--- src/rtl/idli_uart_m.sv ---
// idli_uart_m: 8N1 UART with independent TX/RX state machines and an RX buffer.
// Define IDLI_UART_RX_FIFO_EN for a 4-entry RX FIFO; the default build uses a single holding register.
module idli_uart_m #(
  parameter int CLKS_PER_BIT = 16
) (
  input  logic       i_top_gck,
  input  logic       i_top_rst_n,
  input  logic [7:0] i_uart_tx_data,
  input  logic       i_uart_tx_vld,
  output logic       o_uart_tx_rdy,
  output logic [7:0] o_uart_rx_data,
  output logic       o_uart_rx_vld,
  input  logic       i_uart_rx_rdy,
  output logic       o_uart_rx_err,
  input  logic       i_uart_err_clr,
  input  logic       i_uart_rx,
  output logic       o_uart_tx
);
  localparam int CW = $clog2(CLKS_PER_BIT);
  localparam logic [CW-1:0] LP_LAST = CW'(CLKS_PER_BIT - 1);
  localparam logic [CW-1:0] LP_HALF = CW'(CLKS_PER_BIT / 2 - 1);
  typedef enum logic [1:0] {TX_IDLE, TX_START, TX_DATA, TX_STOP} tx_state_t;
  typedef enum logic [1:0] {RX_IDLE, RX_START, RX_DATA, RX_STOP} rx_state_t;
  tx_state_t     r_tx_state, w_tx_state_nxt;
  logic [CW-1:0] r_tx_cnt, w_tx_cnt_nxt;
  logic [2:0]    r_tx_idx, w_tx_idx_nxt;
  logic [7:0]    r_tx_byte, w_tx_byte_nxt;
  logic          r_tx, w_tx_nxt;
  rx_state_t     r_rx_state, w_rx_state_nxt;
  logic [CW-1:0] r_rx_cnt, w_rx_cnt_nxt;
  logic [2:0]    r_rx_idx, w_rx_idx_nxt;
  logic [7:0]    r_rx_shift, w_rx_shift_nxt;
  logic          r_rx_s1, r_rx_s2, r_rx_prev;
  logic          w_rx_fall, w_rx_push, w_rx_ferr;
  logic          w_pop, w_acc, w_ovf;
  logic          r_err;
  assign o_uart_tx     = r_tx;
  assign o_uart_tx_rdy = r_tx_state == TX_IDLE;
  assign o_uart_rx_err = r_err;
  assign w_rx_fall     = r_rx_prev & ~r_rx_s2;
  assign w_pop         = o_uart_rx_vld & i_uart_rx_rdy;
  // TX next-state: the line value is computed for the next state so o_uart_tx stays a flop
  always_comb begin
    w_tx_state_nxt = r_tx_state;
    w_tx_cnt_nxt   = r_tx_cnt + 1'b1;
    w_tx_idx_nxt   = r_tx_idx;
    w_tx_byte_nxt  = r_tx_byte;
    case (r_tx_state)
      TX_IDLE: begin
        w_tx_cnt_nxt = '0;
        if (i_uart_tx_vld) begin
          w_tx_state_nxt = TX_START;
          w_tx_byte_nxt  = i_uart_tx_data;
          w_tx_idx_nxt   = '0;
        end
      end
      TX_START: if (r_tx_cnt == LP_LAST) begin
        w_tx_state_nxt = TX_DATA;
        w_tx_cnt_nxt   = '0;
        w_tx_idx_nxt   = '0;
      end
      TX_DATA: if (r_tx_cnt == LP_LAST) begin
        w_tx_cnt_nxt   = '0;
        w_tx_idx_nxt   = r_tx_idx + 1'b1;
        w_tx_state_nxt = r_tx_idx == 3'd7 ? TX_STOP : TX_DATA;
      end
      TX_STOP: if (r_tx_cnt == LP_LAST) begin
        w_tx_state_nxt = TX_IDLE;
        w_tx_cnt_nxt   = '0;
      end
      default: w_tx_state_nxt = TX_IDLE;
    endcase
    w_tx_nxt = w_tx_state_nxt == TX_START ? 1'b0 :
               w_tx_state_nxt == TX_DATA  ? w_tx_byte_nxt[w_tx_idx_nxt] : 1'b1;
  end
  // TX state and serial output registers
  always_ff @(posedge i_top_gck or negedge i_top_rst_n) begin
    if (!i_top_rst_n) begin
      r_tx_state <= TX_IDLE;
      r_tx_cnt   <= '0;
      r_tx_idx   <= '0;
      r_tx_byte  <= '0;
      r_tx       <= 1'b1;
    end else begin
      r_tx_state <= w_tx_state_nxt;
      r_tx_cnt   <= w_tx_cnt_nxt;
      r_tx_idx   <= w_tx_idx_nxt;
      r_tx_byte  <= w_tx_byte_nxt;
      r_tx       <= w_tx_nxt;
    end
  end
  // RX line synchroniser plus one delayed copy for fall detection; a fall needs the line seen high first
  always_ff @(posedge i_top_gck or negedge i_top_rst_n) begin
    if (!i_top_rst_n) begin
      r_rx_s1   <= 1'b1;
      r_rx_s2   <= 1'b1;
      r_rx_prev <= 1'b1;
    end else begin
      r_rx_s1   <= i_uart_rx;
      r_rx_s2   <= r_rx_s1;
      r_rx_prev <= r_rx_s2;
    end
  end
  // RX next-state: mid-start check, then one sample per bit period
  always_comb begin
    w_rx_state_nxt = r_rx_state;
    w_rx_cnt_nxt   = r_rx_cnt + 1'b1;
    w_rx_idx_nxt   = r_rx_idx;
    w_rx_shift_nxt = r_rx_shift;
    w_rx_push      = 1'b0;
    w_rx_ferr      = 1'b0;
    case (r_rx_state)
      RX_IDLE: begin
        w_rx_cnt_nxt = '0;
        if (w_rx_fall) w_rx_state_nxt = RX_START;
      end
      RX_START: if (r_rx_cnt == LP_HALF) begin
        w_rx_cnt_nxt   = '0;
        w_rx_idx_nxt   = '0;
        w_rx_state_nxt = r_rx_s2 ? RX_IDLE : RX_DATA;
      end
      RX_DATA: if (r_rx_cnt == LP_LAST) begin
        w_rx_cnt_nxt   = '0;
        w_rx_shift_nxt = {r_rx_s2, r_rx_shift[7:1]};
        w_rx_idx_nxt   = r_rx_idx + 1'b1;
        w_rx_state_nxt = r_rx_idx == 3'd7 ? RX_STOP : RX_DATA;
      end
      RX_STOP: if (r_rx_cnt == LP_LAST) begin
        w_rx_cnt_nxt   = '0;
        w_rx_state_nxt = RX_IDLE;
        w_rx_push      = r_rx_s2;
        w_rx_ferr      = ~r_rx_s2;
      end
      default: w_rx_state_nxt = RX_IDLE;
    endcase
  end
  // RX state registers
  always_ff @(posedge i_top_gck or negedge i_top_rst_n) begin
    if (!i_top_rst_n) begin
      r_rx_state <= RX_IDLE;
      r_rx_cnt   <= '0;
      r_rx_idx   <= '0;
      r_rx_shift <= '0;
    end else begin
      r_rx_state <= w_rx_state_nxt;
      r_rx_cnt   <= w_rx_cnt_nxt;
      r_rx_idx   <= w_rx_idx_nxt;
      r_rx_shift <= w_rx_shift_nxt;
    end
  end
`ifdef IDLI_UART_RX_FIFO_EN
  logic [7:0] r_fifo [4];
  logic [1:0] r_wp, r_rp;
  logic [2:0] r_cnt;
  assign w_acc          = w_rx_push & (r_cnt != 3'd4 | w_pop);
  assign w_ovf          = w_rx_push & r_cnt == 3'd4 & ~w_pop;
  assign o_uart_rx_data = r_fifo[r_rp];
  assign o_uart_rx_vld  = r_cnt != 3'd0;
  // RX FIFO; when full a push with a pop reuses the slot being read out this cycle
  always_ff @(posedge i_top_gck or negedge i_top_rst_n) begin
    if (!i_top_rst_n) begin
      for (int k = 0; k < 4; k++) r_fifo[k] <= '0;
      r_wp  <= '0;
      r_rp  <= '0;
      r_cnt <= '0;
    end else begin
      if (w_acc) r_fifo[r_wp] <= r_rx_shift;
      if (w_acc) r_wp <= r_wp + 1'b1;
      if (w_pop) r_rp <= r_rp + 1'b1;
      r_cnt <= r_cnt + {2'b0, w_acc} - {2'b0, w_pop};
    end
  end
`else
  logic [7:0] r_hold;
  logic       r_hold_vld;
  assign w_acc          = w_rx_push & (~r_hold_vld | w_pop);
  assign w_ovf          = w_rx_push & r_hold_vld & ~w_pop;
  assign o_uart_rx_data = r_hold;
  assign o_uart_rx_vld  = r_hold_vld;
  // single-entry RX holding register
  always_ff @(posedge i_top_gck or negedge i_top_rst_n) begin
    if (!i_top_rst_n) begin
      r_hold     <= '0;
      r_hold_vld <= 1'b0;
    end else begin
      if (w_acc) r_hold <= r_rx_shift;
      r_hold_vld <= w_acc | (r_hold_vld & ~w_pop);
    end
  end
`endif
  // sticky error: a new framing or overflow event beats a simultaneous clear
  always_ff @(posedge i_top_gck or negedge i_top_rst_n) begin
    if (!i_top_rst_n) r_err <= 1'b0;
    else r_err <= (w_rx_ferr | w_ovf) ? 1'b1 : i_uart_err_clr ? 1'b0 : r_err;
  end
endmodule

--- config.mk ---
export PLATFORM = sky130hd
export DESIGN_NAME = idli_uart_m
export DESIGN_NICKNAME = d
export VERILOG_FILES = /design/src/rtl/idli_uart_m.sv
export SDC_FILE = /design/constraint.sdc
export NUM_CORES = 1
export LEC_CHECK = 0
export BUFFER_PORTS_ARGS = -buffer_cell sky130_fd_sc_hd__buf_2
export CAP_MARGIN = 20
export CELL_PAD_IN_SITES_DETAIL_PLACEMENT = 0
export CELL_PAD_IN_SITES_GLOBAL_PLACEMENT = 1
export CORE_UTILIZATION = 50
export DETAILED_ROUTE_END_ITERATION = 16
export PLACE_DENSITY = 0.94
export SLEW_MARGIN = 10
export SYNTH_ARGS = -nofsm -noshare
export SYNTH_HDL_FRONTEND = slang
export SYNTH_SLANG_ARGS = --single-unit
--- constraint.sdc ---
create_clock -name i_top_gck -period 3.5 [get_ports i_top_gck]
set_input_delay 0.525 -clock i_top_gck [delete_from_list [all_inputs] [get_ports i_top_gck]]
set_output_delay 0.525 -clock i_top_gck [all_outputs]
set_load 0.02 [all_outputs]
# Word level (Yosys, flattened, before mapping)

Cells that the tools add are included.

Add/sub/neg operators: 4
$lt $le $gt $ge: 1
Equality and inequality tests: 17
Multiplexer cells: 37
Bitwise logic cells: 12
Reduce and logical (&&, ||, !) cells: 9

Operators with widths:

| operator                                                                     | count |
|---|---|
| 2-bit two-way mux                                                            | 9 |
| 8-bit two-way mux                                                            | 2 |
| 2-bit case mux with 4 select lines                                           | 2 |
| 3-bit two-way mux                                                            | 5 |
| 4-bit two-way mux                                                            | 3 |
| 4-bit case mux with 3 select lines                                           | 1 |
| 1-bit two-way mux                                                            | 11 |
| 2-bit equality test, second input constant                                   | 5 |
| 3-bit case mux with 3 select lines                                           | 1 |
| 4-bit by 1-bit adder with 4-bit output, second input constant                | 2 |
| 4-bit equality test, second input constant                                   | 2 |
| 2-bit inequality test, second input constant                                 | 4 |
| 4-bit case mux with 2 select lines                                           | 1 |
| 3-bit by 1-bit adder with 3-bit output, second input constant                | 2 |
| 1-bit bitwise AND                                                            | 6 |
| 2-bit by 1-bit equality test with 1-bit output, second input constant        | 3 |
| 3-bit equality test, second input constant                                   | 2 |
| 3-bit case mux with 2 select lines                                           | 1 |
| 4-bit by 3-bit equality test with 1-bit output, second input constant        | 1 |
| 2-bit logical NOT                                                            | 2 |
| 3-bit by 4-bit less-than comparator with 1-bit output, second input constant | 1 |
| 4-bit AND reduction                                                          | 1 |
| 2-bit nonzero test                                                           | 2 |
| 1-bit binary-select mux with 3-bit select                                    | 1 |
| other kinds (6)                                                              | 10 |

Register bits after elaboration: 48
Output and inout port bits: 12

# Logic depth before layout (Yosys ltp)

Gate-level depths: netlist of run 1.

Word-level depth: 7
Mapped depth: 12
Depth with buffers taken out: 10

# Worst setup path before layout of run 1

Ideal clock, no wire load.

Kind: register to register
Start: register r_tx_cnt[0]
End: register r_tx (netlist: o_uart_tx)
Setup time: 0.089 ns
Arrival time: 2.243 ns
Setup slack: 1.168 ns
Cell stages (with the launch flop): 13
Buffers on the path: 2
Cells stage by stage: dfrtp_1 > ha_1 > and3_1 > buf_4 > inv_2 > ha_1 > inv_1 > mux4_2 > buf_6 > mux2i_1 > a21oi_1 > a221oi_2 > a211oi_1

Word-level cells in the longest chain between the ends: 7
Elaborated cells between the ends (all ways): 14
Those cells by class: eq/ne: 3; mux: 11

Ends and longest elaborated chain:

| item                                          | line   | text |
|---|---|---|
| start: declaration                            | 25     | `logic [CW-1:0] r_tx_cnt, w_tx_cnt_nxt;` |
| start signal: assignment                      | 86     | `r_tx_cnt <= w_tx_cnt_nxt;` |
| 4-bit equality test (*)                       | 57, 62 |  |
| 3-bit two-way mux, on equally long branches   | 62, 57 |  |
| 3-bit case mux with 3 select lines (*)        | 48     | `case (r_tx_state)` |
| via w_tx_idx_nxt[0]                           | 26     | `logic [2:0] r_tx_idx, w_tx_idx_nxt;` |
| 1-bit binary-select mux with 3-bit select (*) | 74     | `w_tx_state_nxt == TX_DATA ? w_tx_byte_nxt[w_tx_idx_nxt] : 1'b1;` |
| 1-bit two-way mux (implied by the code) (*)   | 74     |  |
| 1-bit two-way mux (*)                         | 74     |  |
| 1-bit two-way mux (*)                         | 73     | `w_tx_nxt = w_tx_state_nxt == TX_START ? 1'b0 :` |
| via w_tx_nxt                                  | 28     | `logic r_tx, w_tx_nxt;` |
| end signal: assignment                        | 89     | `r_tx <= w_tx_nxt;` |
| end: declaration                              | 28     |  |

The timed path passes the listed nets; every way through them passes the cells marked *. The select of a mux whose other input is x is not followed.
A chain may end at the register's enable or synchronous reset.

# Worst setup path after layout of run 1

Start: register r_tx_cnt[0]
End: register r_tx (netlist: o_uart_tx)

Word-level cells in the longest chain between the ends: 7
Elaborated cells between the ends (all ways): 14
Those cells by class: eq/ne: 3; mux: 11

Ends and longest elaborated chain:

| item                                        | line |
|---|---|
| 4-bit equality test (*)                     | 57, 62, 67 |
| 3-bit two-way mux, on equally long branches | 62, 57 |
| 3-bit case mux with 3 select lines          | 48 |
| 1-bit binary-select mux with 3-bit select   | 74 |
| 1-bit two-way mux (implied by the code)     | 74 |
| 1-bit two-way mux                           | 74 |
| 1-bit two-way mux (*)                       | 73 |
| via w_tx_nxt                                | 28 |

Marked as above.

==> flow_summary.toml, run 1 <==
[die]
die-area_um2 = 4670
io_pins = 26
coreArea_um2 = 4120
die_x_um = 68.3
die_h_um = 68.3
start_util_pct = 53.5
placementRows = 23

[sta]
hold_violations = 0
holdWs_ps = 97.9
setup_ws_ps = 930
fmax_mhz = 389
slew_violations = 0
fin_skew_ps = 8.05
finalSetupViolCount = 0
rsz0062_at_grt = "no"
period_minus_slack_ps = 2570
finalCritPeriodShare_pct = 73.4
finalSetupTns_ps = 0
relSlewSlack_pct = 71.7
tightest_slew_ps = 423

[global_route]
grt_pass1_wl_mm = 6.24
grt_overflow = 0
grt_pass1_vias = 1399
antenna_found_initial = 0
grt_max_degree = 49
grt_util_all_layers_pct = 18.7

[worst_setup_path]
cp-start-kind = "flop"
reg2reg_depth = 10
endpoint_kind = "flop"
regToRegStartpoint = "r_tx_cnt[0]$_DFF_PN0_"
rrSetupSlack_ps = 930
critPathKind = "flop to flop"
cpMostUsedCell = "ha_1"
cp_max_fo = 8
required_ps = 3720
crit_chain = "ha_1, and3_1, inv_2, ha_1, inv_1, mux4_2, mux2i_1, a21oi_1, a221oi_2, a211oi_1"
slowest_delay_ps = 540
cp.arrival_ps = 2790
r2r-end = "o_uart_tx$_DFF_PN1_"
slowest_stage = "mux4_2"

[min_path]
hp-class = "input pin to async pin"

[place]
port_buffers = 25
hpwl_mm = 2.56
dp_cells = 250
dp_slack_ps = 940
gp_congestion = 0.812

[yosys]
ys_ff_latch = 48
ys_seq_area_share_pct = 54.8
synth_top_cell_area_share_pct = 50.1
syn_nets = 203
synthCells = 182
ys.warnings.count = 0
syn_area_per_cell_um2 = 12.1
synthTopCellsByArea = "dfrtp_1 (50%), mux2_2 (13%), dfstp_2 (4.8%), ha_1 (4.0%), nor2_1 (3.1%)"
netlist_area_um2 = 2200
ys_types = 38
synth_top_cell_by_area = "dfrtp_1"

[power_and_ir_drop]
finalPower_w = 0.00118
ir_worst_vdd_mv = 0.425
leakage_nw = 1.22
p_per_area_nw_per_um2 = 478

[drt]
vias = 1417
drt.antenna.violating_nets = 0
vias_per_cell = 5.47
initialDrtViolationCount = 83
dr_wl_met3_um = 136
met1_length_mm = 1.67
wl_per_cell_um = 14.0
routed-wl-met2_mm = 1.76
routed.top_layer = "met4"
drt-total-wl_mm = 3.62
drt_first_pass_iters = 4
route.detailed.drc = 0

[cts]
post_cts_buffers = 0
cts_hold_buf = 0
numCtsBuffers = 5
clock_sinks = 48
cts_root_buf = "clkbuf_8"
clockBufferDepth = 2
cts_resized = 0
insertion_delay_ps = 300
cts_tree = "built"
cts.reportedPaths.clkPinSlew_ps = 90
h-tree-depth = 2

[job]
cap_violations = 0

[outcome]
status = "complete, no violations"

[finish]
fin_nets = 229
area_growth_pct = 11.8
fin_cells = 259
drive_gt1_share_pct = 33.0
antennaDiodeCount = 0
-- where the power goes --
part,internal (W),switching (W),leakage [nW]
clock,0.000146,0.000192,0.0452
sequential,0.000598,0.0000731,0.628
combinational,0.0000870,0.0000804,0.548
-- registers in the layout, summed over array words and instances, names as in the netlist, 2 cells and up, named ones only --
register	cells
r_rx_shift	8
o_uart_rx_data	8
r_tx_state	2
r_tx_idx	3
r_rx_cnt	4
r_tx_cnt	4
r_rx_idx	3
r_tx_byte	8
-- cell usage after synthesis (all sizes together) --
cell type / count
o21ai: 3
a311oi: 1
nand3: 5
nor2b: 4
a31oi: 3
xnor2: 4
nor4: 1
xor2: 1
mux2i: 4
nor3: 3
a211oi: 1
a22o: 5
a21o: 1
nand2b: 5
and3b: 1
mux2: 26
a32oi: 1
mux4: 1
nor2: 19
inv: 5
a221oi: 2
buf: 5
nand4b: 1
nand3b: 2
clkbuf: 2
nand2: 11
ha: 7
dfrtp: 44
o21a: 2
dfstp: 4
and3: 3
a21oi: 5
-- final cells by class --
| type | instances | area, µm² |
|---|---|---|
| Inverter | 5 | 18.8 |
| Timing Repair Buffer | 26 | 145 |
| Fill cell | 351 | 1660 |
| Sequential cell | 48 | 1210 |
| Clock buffer | 5 | 68.8 |
| Clock inverter | 3 | 25.0 |
| Tap cell | 50 | 62.6 |
| Multi-Input combinational cell | 122 | 933 |
-- worst max path at each step --
stage                     startpoint                  end  slack (ps)  cells after the start
2_1_floorplan  r_tx_cnt[0]$_DFF_PN0_  o_uart_tx$_DFF_PN1_        1170                     12
3_5_place_dp   r_tx_cnt[0]$_DFF_PN0_  o_uart_tx$_DFF_PN1_         940                     10
6_report       r_tx_cnt[0]$_DFF_PN0_  o_uart_tx$_DFF_PN1_         930                     10
4_1_cts        r_tx_cnt[0]$_DFF_PN0_  o_uart_tx$_DFF_PN1_         910                     10
3_3_place_gp   r_tx_cnt[0]$_DFF_PN0_  o_uart_tx$_DFF_PN1_        1030                     10
5_1_grt        r_tx_cnt[0]$_DFF_PN0_  o_uart_tx$_DFF_PN1_         710                     10
-- worst max-delay path: cells and delay by family, from the launching register on --
family	cells	cell delay, ps
mux	2	690
compound gates	3	440
simple gates	1	330
flops	1	380
buf+inv	2	150
fa+ha+maj	2	490
-- metrics by stage --
step / instance area [µm²] / util, %
after floorplan: 2200 / -
after global placement: 2350 / 57.0
after detailed placement: 2350 / 57.0
after CTS: 2440 / 59.3
after global routing: 2460 / 59.8
final: 2460 / 59.8
-- logic make-up (layout without fill, tap and decap cells) --
kind of cell,count (synthesis),after routing,share of synthesized area (%)
compound gates,24,24,8.08
xor+xnor,5,5,1.99
fa+ha+maj,7,7,3.98
buf+inv,12,39,2.73
flops,48,48,54.8
mux,31,31,16.2
simple gates,55,55,12.2
-- layer usage --
layer,vias to the layer above,track usage (%)
li1,687,-
met1,696,23.1
met2,28,30.9
met3,6,5.50
met4,0,7.03
met5,-,0
-- cells in the final DEF (no fill, tap or decap), drive strengths merged, types with 2 or more instances in the layout --
master,count
and3,3
inv,7
o21a,2
a22o,5
nor2b,4
a21oi,5
mux2i,4
nand3,5
nand3b,2
xnor2,4
dfrtp,44
a31oi,3
o21ai,3
nand2b,5
nor3,3
nand2,11
dfstp,4
nor2,19
buf,26
ha,7
a221oi,2
clkbuf,5
mux2,26
Power figures use the tool's default switching activity.
==> inputs of run 2 (changes only) <==
CORE_UTILIZATION = 46   (was 50)
PLACE_DENSITY = 0.88   (was 0.94)
clock period = 2.5 ns   (was 3.5 ns; I/O delays follow)
==> run 2 against run 1 <==
The run now ends with DRC left. Critical path depth did not move. Combinational power rose by 37%. Sequential share of layout area fell by 0.25 points. Core utilization fell by 4.5 points. Sequential cell count did not move. Routed wire length rose by 0.47%. Sequential power rose by 40%. Register-to-register slack got worse by 780 ps. Via count rose by 1.8%. First-iteration DRC count fell by 47%. Fmax rose by 9.1%. Worst setup slack got worse by 780 ps.
==> flow_summary.toml, run 2 (same netlist as run 1, synthesis figures left out) <==
[die]
die_h_um = 71.2
start_util_pct = 49.2
io_pins = 26
die_x_um = 71.2
die-area_um2 = 5060
coreArea_um2 = 4470
placementRows = 24

[sta]
finalSetupViolCount = 0
hold_violations = 0
rsz0062_at_grt = "no"
relSlewSlack_pct = 60.4
tightest_slew_ps = 595
fmax_mhz = 425
fin_skew_ps = 8.23
slew_violations = 0
period_minus_slack_ps = 2360
finalCritPeriodShare_pct = 94.2
finalSetupTns_ps = 0

[global_route]
grt_pass1_wl_mm = 6.44
grt_overflow = 0
grt_util_all_layers_pct = 16.4
antenna_found_initial = 0
grt_max_degree = 49
grt_pass1_vias = 1425

[cts]
clock_sinks = 48
insertion_delay_ps = 290
numCtsBuffers = 5
h-tree-depth = 2
cts_tree = "built"
cts_resized = 0
clockBufferDepth = 2
cts.reportedPaths.clkPinSlew_ps = 90
cts_root_buf = "clkbuf_8"

[place]
hpwl_mm = 2.56
port_buffers = 25
gp_congestion = 0.782

[drt]
drt-total-wl_mm = 3.64
wl_per_cell_um = 13.8
vias = 1442
initialDrtViolationCount = 44
drt_first_pass_iters = 10
drt.antenna.violating_nets = 0
route.detailed.drc = 1
vias_per_cell = 5.46

[power_and_ir_drop]
p_per_area_nw_per_um2 = 661
ir_worst_vdd_mv = 0.422
finalPower_w = 0.00163
leakage_nw = 1.23

[worst_setup_path]
cpMostUsedCell = "ha_1"
crit_chain = "ha_1, and3_1, inv_2, ha_1, inv_1, mux4_2, mux2i_1, nand3_1, a221oi_2, a211oi_1"
slowest_delay_ps = 540
endpoint_kind = "flop"
required_ps = 2720
slowest_stage = "mux4_2"
cp_max_fo = 5
cp.arrival_ps = 2580
cp-start-kind = "flop"
crit_family = "multiplexers"
critPathKind = "flop to flop"
cp_num_buf_inv = 2

[finish]
nFillCells = 376
drive_gt1_share_pct = 33.5
area_growth_pct = 12.4
post-route-util_pct = 55.3
antennaDiodeCount = 0
ff_latch_area_um2 = 1210
final_common_cell = "dfrtp_1"
multi_input_area_um2 = 933
fin_nets = 232
final_cell_mix = "dfrtp_1 (44), mux2_2 (26), buf_2 (25), nor2_1 (18), nand2_1 (11)"

[min_path]
hp-class = "input pin to async pin"

[outcome]
status = "finished, violations left"
failed_checks = "DRC"

[job]
cap_violations = 0
run 2: cell types whose count changed in the layout (fill, tap and decap cells not counted), sizes merged:
cell,previous run,this run
clkbuf,5,7
buf,26,29
inv,7,5
run 2: final timing paths:
path / from / end / slack (ps) / cells past startpoint
worst max register to register: r_tx_cnt[0]$_DFF_PN0_ / o_uart_tx$_DFF_PN1_ / 140 / 10
worst min-delay path: i_top_rst_n / r_rx_shift[6]$_DFFE_PN0P_ / 160 / 2
worst max-delay path: r_tx_cnt[0]$_DFF_PN0_ / o_uart_tx$_DFF_PN1_ / 140 / 10
worst min register to register: r_rx_s1$_DFF_PN1_ / r_rx_s2$_DFF_PN1_ / 360 / 0
min in group i_top_gck: i_uart_rx / r_rx_s1$_DFF_PN1_ / 170 / 1
max in group asynchronous: i_top_rst_n / r_tx_cnt[2]$_DFF_PN0_ / 1930 / 2
run 2: cell type report:
class	instances	share of cell area [%]
tap	52	2.63
clock buffer	7	3.49
inverter	5	0.759
clock inverter	1	0.304
multi-input combinational	122	37.8
timing repair buffer	29	6.28
sequential	48	48.8
run 2: worst reg2reg max path, delay by kind of cell (launching register included):
kind            cells  cell delay [ps]
flops               1              360
mux                 2              740
compound gates      2              350
simple gates        2              310
fa+ha+maj           2              460
buf+inv             2               70
run 2: timing repair:
item                                    CTS  global route
hold buffers                              0             0
setup buffers                             0             1
endpoints found under the setup margin    0             1
run 2: metal layers:
layer  GRT usage [%]  vias up  routed length, µm
li1                -      701                  -
met1            21.6      716               1780
met2            26.1       21               1690
met3            4.27        4                106
met4            6.00        0                 59
met5               0        -                  0
run 2: through the flow:
stage / hold slack [ps] / area [µm²] / instances / setup slack [ps]
2_1_floorplan: 79.4 / 2200 / 182 / 168
3_3_place_gp: 346 / 2370 / 255 / 249
3_5_place_dp: 352 / 2370 / 255 / 121
4_1_cts: 161 / 2460 / 263 / 117
5_1_grt: 154 / 2470 / 264 / 5.14
6_report: 160 / 2470 / 264 / 145
run 2: power breakdown:
part / internal [W] / switching [W]
Clock: 0.000225 / 0.000240
Sequential: 0.000838 / 0.000104
Combinational: 0.000120 / 0.000108
==> inputs of run 3 (changes only) <==
RECOVER_POWER = 50   (was not set)
TNS_END_PERCENT = 10   (was not set)
==> run 3 against run 2 <==
The flow still finishes with violations (DRC). Critical path depth stayed put. Non-clock buffer count unchanged. Combinational power is essentially flat. Fmax is the same. Worst setup slack did not move. Sequential cell count did not move. Sequential power about the same. Critical endpoint unchanged.
==> flow_summary.toml, run 3 (same netlist as run 1, synthesis figures left out) <==
[global_route]
busiest_layer = "met2"
grt_util_all_layers_pct = 16.4
grt_pass1_vias = 1425
grt_pass1_wl_mm = 6.44
grt_use_met3_pct = 4.27
grt_use_met2_pct = 26.1
grt_overflow = 0
grt_max_degree = 49
globalRouteMet1Util_pct = 21.6
antenna_found_initial = 0

[drt]
vias = 1442
wl_per_cell_um = 13.8
drt_first_pass_iters = 10
drt.antenna.violating_nets = 0
initialDrtViolationCount = 44
vias_per_cell = 5.46
route.detailed.drc = 1
drt-total-wl_mm = 3.63

[place]
gp_congestion = 0.782
port_buffers = 25
hpwl_mm = 2.56

[worst_setup_path]
regToRegStartpoint = "r_tx_cnt[0]$_DFF_PN0_"
cp_max_fo = 5
required_ps = 2720
critPathKind = "flop to flop"
endpoint_kind = "flop"
cp.arrival_ps = 2580
reg2reg_depth = 10
crit_start = "r_tx_cnt[0]$_DFF_PN0_"
cp-start-kind = "flop"

[die]
coreArea_um2 = 4470
io_pins = 26
die_h_um = 71.2
die-area_um2 = 5060
placementRows = 24
die_x_um = 71.2
start_util_pct = 49.2

[sta]
relSlewSlack_pct = 23.1
hold_violations = 0
rsz0062_at_grt = "no"
finalSetupViolCount = 0
finalSetupTns_ps = 0
tightest_slew_ps = 1150
fin_skew_ps = 8.23
period_minus_slack_ps = 2360
fmax_mhz = 425
slew_violations = 0
finalCritPeriodShare_pct = 94.2

[power_and_ir_drop]
leakage_nw = 1.23
pwr-share-comb_pct = 13.9
p_sw_share_pct = 27.7
p_int_w = 0.00118
clkPwrFrac_pct = 28.5
p_sw_w = 0.000453
seqPwrFrac_pct = 57.6
p_per_area_nw_per_um2 = 661
ir_worst_vdd_mv = 0.422

[cts]
numCtsBuffers = 5
cts_tree = "built"
cts.reportedPaths.clkPinSlew_ps = 90
insertion_delay_ps = 290
clock_sinks = 48
clockBufferDepth = 2
cts_hold_buf = 0
h-tree-depth = 2
cts_root_buf = "clkbuf_8"

[finish]
fin_nets = 232
final_common_cell = "dfrtp_1"
antennaDiodeCount = 0
final_cell_mix = "dfrtp_1 (44), mux2_2 (26), buf_2 (25), nor2_1 (18), nand2_1 (11)"
post-route-util_pct = 55.2
drive_gt1_share_pct = 33.0
area_growth_pct = 12.3

[min_path]
hp-class = "input pin to flop"
whs_path_depth = 1
hold_start = "i_uart_rx"

[job]
cap_violations = 0

[outcome]
status = "finished, violations left"
failed_checks = "DRC"
## run 3: cell types whose count changed in the layout (fill, tap and decap cells not counted), sizes merged
cell	change
clkbuf	+1
buf	-1
## run 3: critical path, cell delays in order, from the launching register on
cell      delay [ps]
dfrtp_1          360
ha_1             200
and3_1           200
inv_2             40
ha_1             260
inv_1             30
mux4_2           540
mux2i_1          200
nand3_1          110
a221oi_2         280
a211oi_1          70
## run 3: final cells by class
type | instances | area, µm²
inverter | 5 | 18.8
tap | 52 | 65.1
fill | 376 | 2000
timing repair buffer | 29 | 153
clock buffer | 7 | 86.3
sequential | 48 | 1210
multi-input combinational | 122 | 933
clock inverter | 1 | 7.51
## run 3: power by group through the flow
stage	registers, W	clock network (W)	logic, W
after floorplan	0.000904	0	0.000211
after global placement	0.000955	0	0.000226
after detailed placement	0.000955	0	0.000231
after CTS	0.000941	0.000489	0.000232
after global routing	0.000958	0.000513	0.000261
final	0.000941	0.000465	0.000227
## run 3: worst paths after layout
path / end / slack (ps)
max reg2reg: o_uart_tx$_DFF_PN1_ / 140
max in group asynchronous: r_tx_cnt[2]$_DFF_PN0_ / 1410
min reg2reg: r_rx_s2$_DFF_PN1_ / 370
min: r_rx_s1$_DFF_PN1_ / 170
min in group asynchronous: r_rx_shift[6]$_DFFE_PN0P_ / 380
max: o_uart_tx$_DFF_PN1_ / 140
## run 3: metal layers
| layer | share of wire (%) | vias up | routed length, µm |
|---|---|---|---|
| li1 | - | 701 | - |
| met1 | 49 | 716 | 1780 |
| met2 | 47 | 21 | 1690 |
| met3 | 2.9 | 4 | 106 |
| met4 | 1.6 | 0 | 59 |
| met5 | 0 | - | 0 |
## run 3: metrics by stage
step | std cells | worst slack, ps | area, µm² | hold WS, ps | power, W
4_1_cts | 263 | 117 | 2460 | 161 | 0.00166
2_1_floorplan | 182 | 168 | 2200 | 79.4 | 0.00111
3_5_place_dp | 255 | 121 | 2370 | 352 | 0.00119
3_3_place_gp | 255 | 249 | 2370 | 346 | 0.00118
5_1_grt | 264 | 5.14 | 2470 | 154 | 0.00173
6_report | 264 | 145 | 2470 | 175 | 0.00163
## run 3: repair_timing
| action | 4_1_cts | 5_1_grt |
|---|---|---|
| endpoints found under the hold margin | 0 | 0 |
| setup buffers | 0 | 1 |
| setup endpoints to repair | 0 | 1 |
| gates resized for setup | 0 | 0 |
